--- src/rtl/rom_addr_seq.sv ---
// Purpose: expands {count, base} burst commands into consecutive ROM read addresses tagged with a last flag.
// Latency: first address valid the cycle after command acceptance, then one address per cycle while ready.
// Backpressure: addr_rdy low holds address/flag stable; cmd_rdy only in IDLE, so a new burst waits for the previous one.
module rom_addr_seq #(
  parameter int W_ADDR = 16,
  parameter int W_CNT  = 10
) (
  input  logic                    clk,
  input  logic                    rst,
  // command consumer: data = {count, base}
  input  logic                    cmd_vld,
  output logic                    cmd_rdy,
  input  logic [W_CNT+W_ADDR-1:0] cmd_dat,
  // address producer: data = {last, addr}
  output logic                    addr_vld,
  input  logic                    addr_rdy,
  output logic [W_ADDR:0]         addr_dat,
  output logic                    busy_o
);

  typedef enum logic {IDLE, RUN} state_t;

  localparam logic [W_CNT-1:0] CNT_ZERO = '0;
  localparam logic [W_CNT-1:0] CNT_ONE  = W_CNT'(1);
  localparam logic [W_CNT-1:0] CNT_TWO  = W_CNT'(2);

  state_t              state;
  logic [W_ADDR-1:0]   addr_r;
  logic [W_CNT-1:0]    rem_r;
  logic                last_r;
  logic                vld_r;
  logic                busy_r;

  logic [W_CNT-1:0]    cmd_cnt;
  logic [W_ADDR-1:0]   cmd_base;
  logic                cmd_fire;
  logic                addr_fire;

  assign cmd_cnt  = cmd_dat[W_CNT+W_ADDR-1:W_ADDR];
  assign cmd_base = cmd_dat[W_ADDR-1:0];

  // Ready depends only on state and reset, never on addr_rdy; reset forces it low in the reset cycle.
  assign cmd_rdy   = (state == IDLE) && !rst;
  assign cmd_fire  = cmd_vld && cmd_rdy;
  assign addr_fire = vld_r && addr_rdy;

  assign addr_vld = vld_r;
  assign addr_dat = {last_r, addr_r};
  assign busy_o   = busy_r;

  // Burst FSM: loads on command, steps the address per accepted beat, returns to IDLE after the last beat.
  always_ff @(posedge clk) begin
    if (rst) begin
      state  <= IDLE;
      addr_r <= '0;
      rem_r  <= '0;
      last_r <= 1'b0;
      vld_r  <= 1'b0;
      busy_r <= 1'b0;
    end else begin
      case (state)
        IDLE: begin
          // A zero-length command is consumed without producing any beat.
          if (cmd_fire && (cmd_cnt != CNT_ZERO)) begin
            state  <= RUN;
            addr_r <= cmd_base;
            rem_r  <= cmd_cnt;
            last_r <= (cmd_cnt == CNT_ONE);
            vld_r  <= 1'b1;
            busy_r <= 1'b1;
          end
        end
        RUN: begin
          if (addr_fire) begin
            if (rem_r == CNT_ONE) begin
              state  <= IDLE;
              rem_r  <= CNT_ZERO;
              last_r <= 1'b0;
              vld_r  <= 1'b0;
              busy_r <= 1'b0;
            end else begin
              // Address wraps modulo 2^W_ADDR by plain truncation.
              addr_r <= addr_r + W_ADDR'(1);
              rem_r  <= rem_r - CNT_ONE;
              last_r <= (rem_r == CNT_TWO);
            end
          end
        end
        default: begin
          state <= IDLE;
        end
      endcase
    end
  end

endmodule
--- config.mk ---
export PLATFORM = sky130hd
export DESIGN_NAME = rom_addr_seq
export DESIGN_NICKNAME = d
export VERILOG_FILES = /design/src/rtl/rom_addr_seq.sv
export SDC_FILE = /design/constraint.sdc
export NUM_CORES = 1
export LEC_CHECK = 0
export CORE_ASPECT_RATIO = 0.6
export CORE_MARGIN = 3
export CORE_UTILIZATION = 44
export CTS_CLUSTER_SIZE = 10
export DETAILED_ROUTE_END_ITERATION = 10
export PLACE_DENSITY = 0.76
export SYNTH_ARGS = -nofsm -noshare
export SYNTH_HDL_FRONTEND = slang
export SYNTH_SLANG_ARGS = --single-unit
--- constraint.sdc ---
create_clock -name clk -period 1.78 [get_ports clk]
set_input_delay 0.267 -clock clk [delete_from_list [all_inputs] [get_ports clk]]
set_output_delay 0.267 -clock clk [all_outputs]
set_load 0.02 [all_outputs]
---- After elaboration in Yosys (flattened, before gate mapping) ----
Index checks and enable logic that the tools add are counted.
storage, ports and cells
  register bits ........................... 29
  output and inout port bits .............. 20
  logic and storage cells ................. 44
  bits of input ports ..................... 30
cells by class
  bitwise gates (word level) .............. 1
  reductions and logical operators ........ 9
  $add $sub $neg .......................... 2
  muxes and demuxes ....................... 20
  eq/ne operators ......................... 7
operators by type and width
  kind                   number
  $mux 16                3
  $pmux 16 s2            1
  $mux 10                3
  $eq 10x1->1 const B    2
  $pmux 10 s2            1
  $add 16x1->16 const B  1
  $eq 10x2->1 const B    1
  $reduce_bool 10->1     1
  $sub 10x1->10 const B  1
  $mux 1                 9
  $ne 2x1->1 const B     3
  $pmux 1 s2             3
  $reduce_and 3->1       2
  $logic_and 1x1->1      4
  $ne 2x2->1 const B     1
  $reduce_and 2->1       1
  $logic_not 1->1        1
  $not 1->1              1

---- Depth between registers and ports, before layout ----
  depth after elaboration ................. 6
  depth in mapped cells ................... 7
  gate-level depth less buffers ........... 7

---- Worst setup path after synthesis ----
Ideal clock, no wire load.
  kind .................................... flip-flop to flip-flop
  start ................................... register rem_r[1]
  end ..................................... register rem_r[2]
  library setup time ...................... 134 ps
  required time ........................... 1646 ps
  arrival time ............................ 1777 ps
  stages on the path, launching flop included .. 8
  path slack .............................. -131 ps
  clock period less this slack ............ 1911 ps
  path buffers ............................ 0
  cells stage by stage .................... dfxtp_1 > inv_1 > ha_1 > or3b_2 > o31ai_2 > nor3b_1 > o21ai_0 > a21oi_1
between the ends
  longest elaborated chain between the ends .. 4
  elaborated cells between the ends (all ways) .. 5
  those cells by class .................... add/sub (1); eq/ne (1); mux (3)
ends and longest elaborated chain
  element                                              line    RTL
  start: declaration                                   29      logic [W_CNT-1:0] rem_r;
  start signal: assignment                             67      rem_r <= cmd_cnt;
  start signal: assignment                             84      rem_r <= rem_r - CNT_ONE;
  $sub 10x1->10 / $eq 10x1->1 (equally long branches)  84, 75
  $mux 10 *                                            75      if (rem_r == CNT_ONE) begin
  $mux 10 *                                            74      if (addr_fire) begin
  $pmux 10 s2 *                                        61      case (state)
Mark *: on every way between the ends. The rest lies on a longest branch, timed or not. The select of a mux whose other input is x is not followed.
A chain may end at the register's enable or synchronous reset.

---- Worst setup path after layout ----
  start ................................... input port rst
  end ..................................... register addr_r[6]
between the ends
  longest elaborated chain between the ends .. 6
ends and longest elaborated chain
  element                     line  RTL
  start: declaration          9     input logic rst,
  $logic_not 1->1             43    assign cmd_rdy = (state == IDLE) && !rst;
  $logic_and 1x1->1           43
  $logic_and 1x1->1           44    assign cmd_fire = cmd_vld && cmd_rdy;
  $logic_and 1x1->1           64    if (cmd_fire && (cmd_cnt != CNT_ZERO)) begin
  $ne 2x1->1 (no line)        -
  $reduce_and 3->1 (no line)  -
  end signal: assignment      66    addr_r <= cmd_base;
  end signal: assignment      83    addr_r <= addr_r + W_ADDR'(1);
  end: declaration            28    logic [W_ADDR-1:0] addr_r;
Parallel ways exist; a longest one is shown, timed or not.

==> impl_summary.md <==
Setup path
For the worst flop-to-flop path, the logic depth is 9. At the worst endpoint, the arrival time is 1970 ps. The capturing point of the worst reg2reg path is addr_r[6]. The sort of element at the end of the critical path is a register. The slack of the worst reg-to-reg path is -30 ps. STA classifies the critical path startpoint as a primary input.

The type of the worst setup path is in -> reg. For the worst setup path, the data required time is 1930 ps. In this run the critical register-to-register path is launched from rem_r[1]. Of all nets on the critical path, the largest fanout is 6.

Pwr
Overall power consumption after layout is estimated at 2.05 mW. The internal power of the cells totals 1.34 mW. The part of the total power dissipated in the clock network is 26.4%.

The maximum ir drop on the vdd rail is 0.317 mV. The areal power density over the cells is 641 mW/mm². The part of the total power dissipated in combinational logic is 37.4%.

The analysis attributes to net switching a power of 0.708 mW. The switching part of the total is 34.6%. In this run the static leakage power is 1.17 nW.

Sequential cells burn 36.2% of the power.

Floorplanning
For this configuration, the core starts out at a cell density of 46.8%. The floorplan step defined a core boundary enclosing 0.00419 mm². The number of ports placed on the die boundary is 50. The die is 92.2 µm wide. Measured along the y axis, the die boundary spans 57.7 µm. The initialized floorplan defines 18 standard-cell rows. The full die area is 0.00532 mm².

STA
Static timing analysis puts the maximum clock frequency at 0.550 GHz. Clock skew on the completed layout was measured at 5.40 ps. The final period utilization is 102%. The relative slew slack is 55.7%.

Setup repair after global routing could not meet its margin everywhere. The final worst hold slack is 379 ps. Setup total negative slack on the finished layout was measured at -123 ps. The count of final hold-check violations is 0. At the pin with the least slew margin, the transition time is 663 ps.

The worst-case setup margin in the final layout is -39.6 ps. The count of final max-slew check failures was 0. The final period demand of the worst path is 1820 ps. The final setup violation count is 10.

Synthesis
The number of flops mapped to enable cells by yosys is 0. The net count after synthesis is 290. The share of async-settable or async-resettable flops after synthesis is 0%.

The number of synthesized register bits is 29. During synthesis, Yosys emitted a total of 0 warnings. The post-synthesis cell area is 0.00196 mm². Yosys mapped the design onto 52 distinct sky130hd cell types. Among all flip-flop cells after synthesis, the most frequent one is sky130_fd_sc_hd__dfxtp_1. The sequential area share after synthesis is 29.6%. The mean post-synth cell area is 7.66 µm². After technology mapping, the gate count stands at 256.

GRT
The pin count of the biggest net entering global routing is 33. The first-pass GRT wire length is 11.5 mm. Global routing used 27.3% of the available tracks. The number of antenna violations at the first check in global routing is 0.

The number of global-route vias before repair is 2267. Summed over all layers, the global routing overflow is 0.

Place
Detailed placement finished with a half-perimeter wire length of 4.74 mm. The count of port buffers added during placement is 49. The congestion estimate from routability-driven global placement came to 0.909.

Clocking
Clock latency on the worst-skew pair, taken at its later pin, is 280 ps. The H-tree was split into 2 levels. The clock edge transition at the registers on the reported setup and hold paths is 70 ps.

The clock net in this run drives a total of 29 sinks. The total CTS buffers is 5. The clock tree from TritonCTS is built. CTS placed an instance of sky130_fd_sc_hd__clkbuf_8 at the clock tree root. The number of buffers on the longest clock path is 2.

Drt
Using the TritonRoute via totals, the vias-per-cell ratio works out to 6.24. The pre-antenna-repair detailed-routing pass consisted of 5 iterations. The detailed-route via count is 2533. The final antenna-violating net count is 0. Wires add up to 8.17 mm. In the final routed layout, each cell accounts on average for 20.1 µm. After the first detailed-routing iteration, the DRC count stood at 338. For this run, design rule violations remaining after detail routing come to 0.

Final layout
At the end of the flow, the number of nets in the layout was 379. The area growth from synthesis to layout is 62.6%. The library cells used most frequently in the layout, excluding fill and tap cells, are sky130_fd_sc_hd__clkdlybuf4s50_1, sky130_fd_sc_hd__buf_4, sky130_fd_sc_hd__dfxtp_1. The final core area utilization is 76.1%.

The filler cell count in the final layout is 287. The number of inserted diodes is 0. In the final layout, the share of cells above drive strength 1 is 34.7%.

Status
The run finished, with violations left. The checks that failed: negative setup slack.

Worst hold path
The path with the worst hold slack has its endpoint at rem_r[5]. The worst hold path passes through 5 cells. The start point of the worst hold path is cmd_dat[21]. The kind of path behind the tightest hold check is in -> reg.

Flow run
The number of maximum-capacitance violations is 0.
-- metal layers --
| metal | vias up | GRT usage, % | wire, µm |
|---|---|---|---|
| met5 | - | 0 | 0 |
| met4 | 0 | 6.34 | 165 |
| met3 | 28 | 8.30 | 1040 |
| met2 | 209 | 39.0 | 3460 |
| met1 | 1160 | 40.2 | 3510 |
| li1 | 1136 | - | - |
-- sequential cells by signal, indices dropped and copies added, names as in the netlist --
register,cells
busy_o,1
last_r,1
rem_r,10
state,1
addr_r,16
-- metrics by stage --
step	cell area [µm²]	setup slack [ps]	instances
2_1_floorplan	1980	17.0	256
3_3_place_gp	2810	-504	389
3_5_place_dp	2810	-548	389
4_1_cts	3060	2.46	404
6_report	3190	-39.6	406
5_1_grt	3190	-114	406
-- power by group through the flow --
stage	Clock (mW)	Sequential (mW)	Combinational, mW
final	0.541	0.740	0.764
after floorplan	0	0.775	0.292
after detailed placement	0	0.744	0.620
after global routing	0.567	0.744	0.802
after global placement	0	0.742	0.612
after CTS	0.532	0.732	0.675
-- kinds of logic (layout without fill, tap and decap cells) --
group / after synthesis / count (layout) / share of synthesized area (%)
compound gates: 93 / 93 / 32.4
mux: 1 / 1 / 0.510
simple gates: 104 / 104 / 29.1
buf+inv: 25 / 115 / 5.87
fa+ha+maj: 4 / 4 / 2.55
flops: 29 / 29 / 29.6
-- synth_stat cells, drive strengths merged (5+ instances only) --
library cell	n	share of area, %
a31oi	6	1.9
nor2b	13	4.1
nor4	5	2.4
a211oi	7	2.7
nor3	11	2.8
o21ai	31	9.4
nor2	15	2.9
inv	6	1.1
a21oi	28	8.7
nand3	12	3.1
nand2	22	4.2
dfxtp	29	30
buf	7	2.4
clkbuf	11	2.1
-- worst max-delay path by stage --
| stage | start | to | slack [ps] |
|---|---|---|---|
| floorplan | state | addr_r[0] | 20 |
| global placement | cmd_dat[22] | addr_r[0] | -500 |
| detailed placement | cmd_dat[22] | addr_r[0] | -550 |
| CTS | cmd_dat[21] | addr_r[11] | 2 |
| global route | rem_r[0] | rem_r[8] | -110 |
| finish | rst | addr_r[6] | -40 |
-- critical path, cell delays in order --
cell                              delay, ps
sky130_fd_sc_hd__clkdlybuf4s50_1        430
sky130_fd_sc_hd__nor2_1                 180
sky130_fd_sc_hd__nand2_2                170
sky130_fd_sc_hd__o22a_2                 300
sky130_fd_sc_hd__buf_4                  140
sky130_fd_sc_hd__buf_12                 130
sky130_fd_sc_hd__a211oi_2               240
sky130_fd_sc_hd__nor3_1                 100
-- timing repair --
item,4_1_cts,5_1_grt
setup endpoints to repair,28,28
pin swaps,13,14
resized for setup,44,30
hold buffers,0,0
hold endpoints to repair,0,0
buffers inserted,5,1
cloned,2,1
-- layout make-up --
cell class                      instances  area, µm²  share of cell area, %
Clock buffer                            8       80.1                   2.51
Inverter                                7       26.3                  0.824
Multi-Input combinational cell        202       1460                   45.6
Sequential cell                        29        586                   18.4
Tap cell                               60       75.1                   2.35
Timing Repair Buffer                  100        967                   30.3
Power figures use the tool's default switching activity.
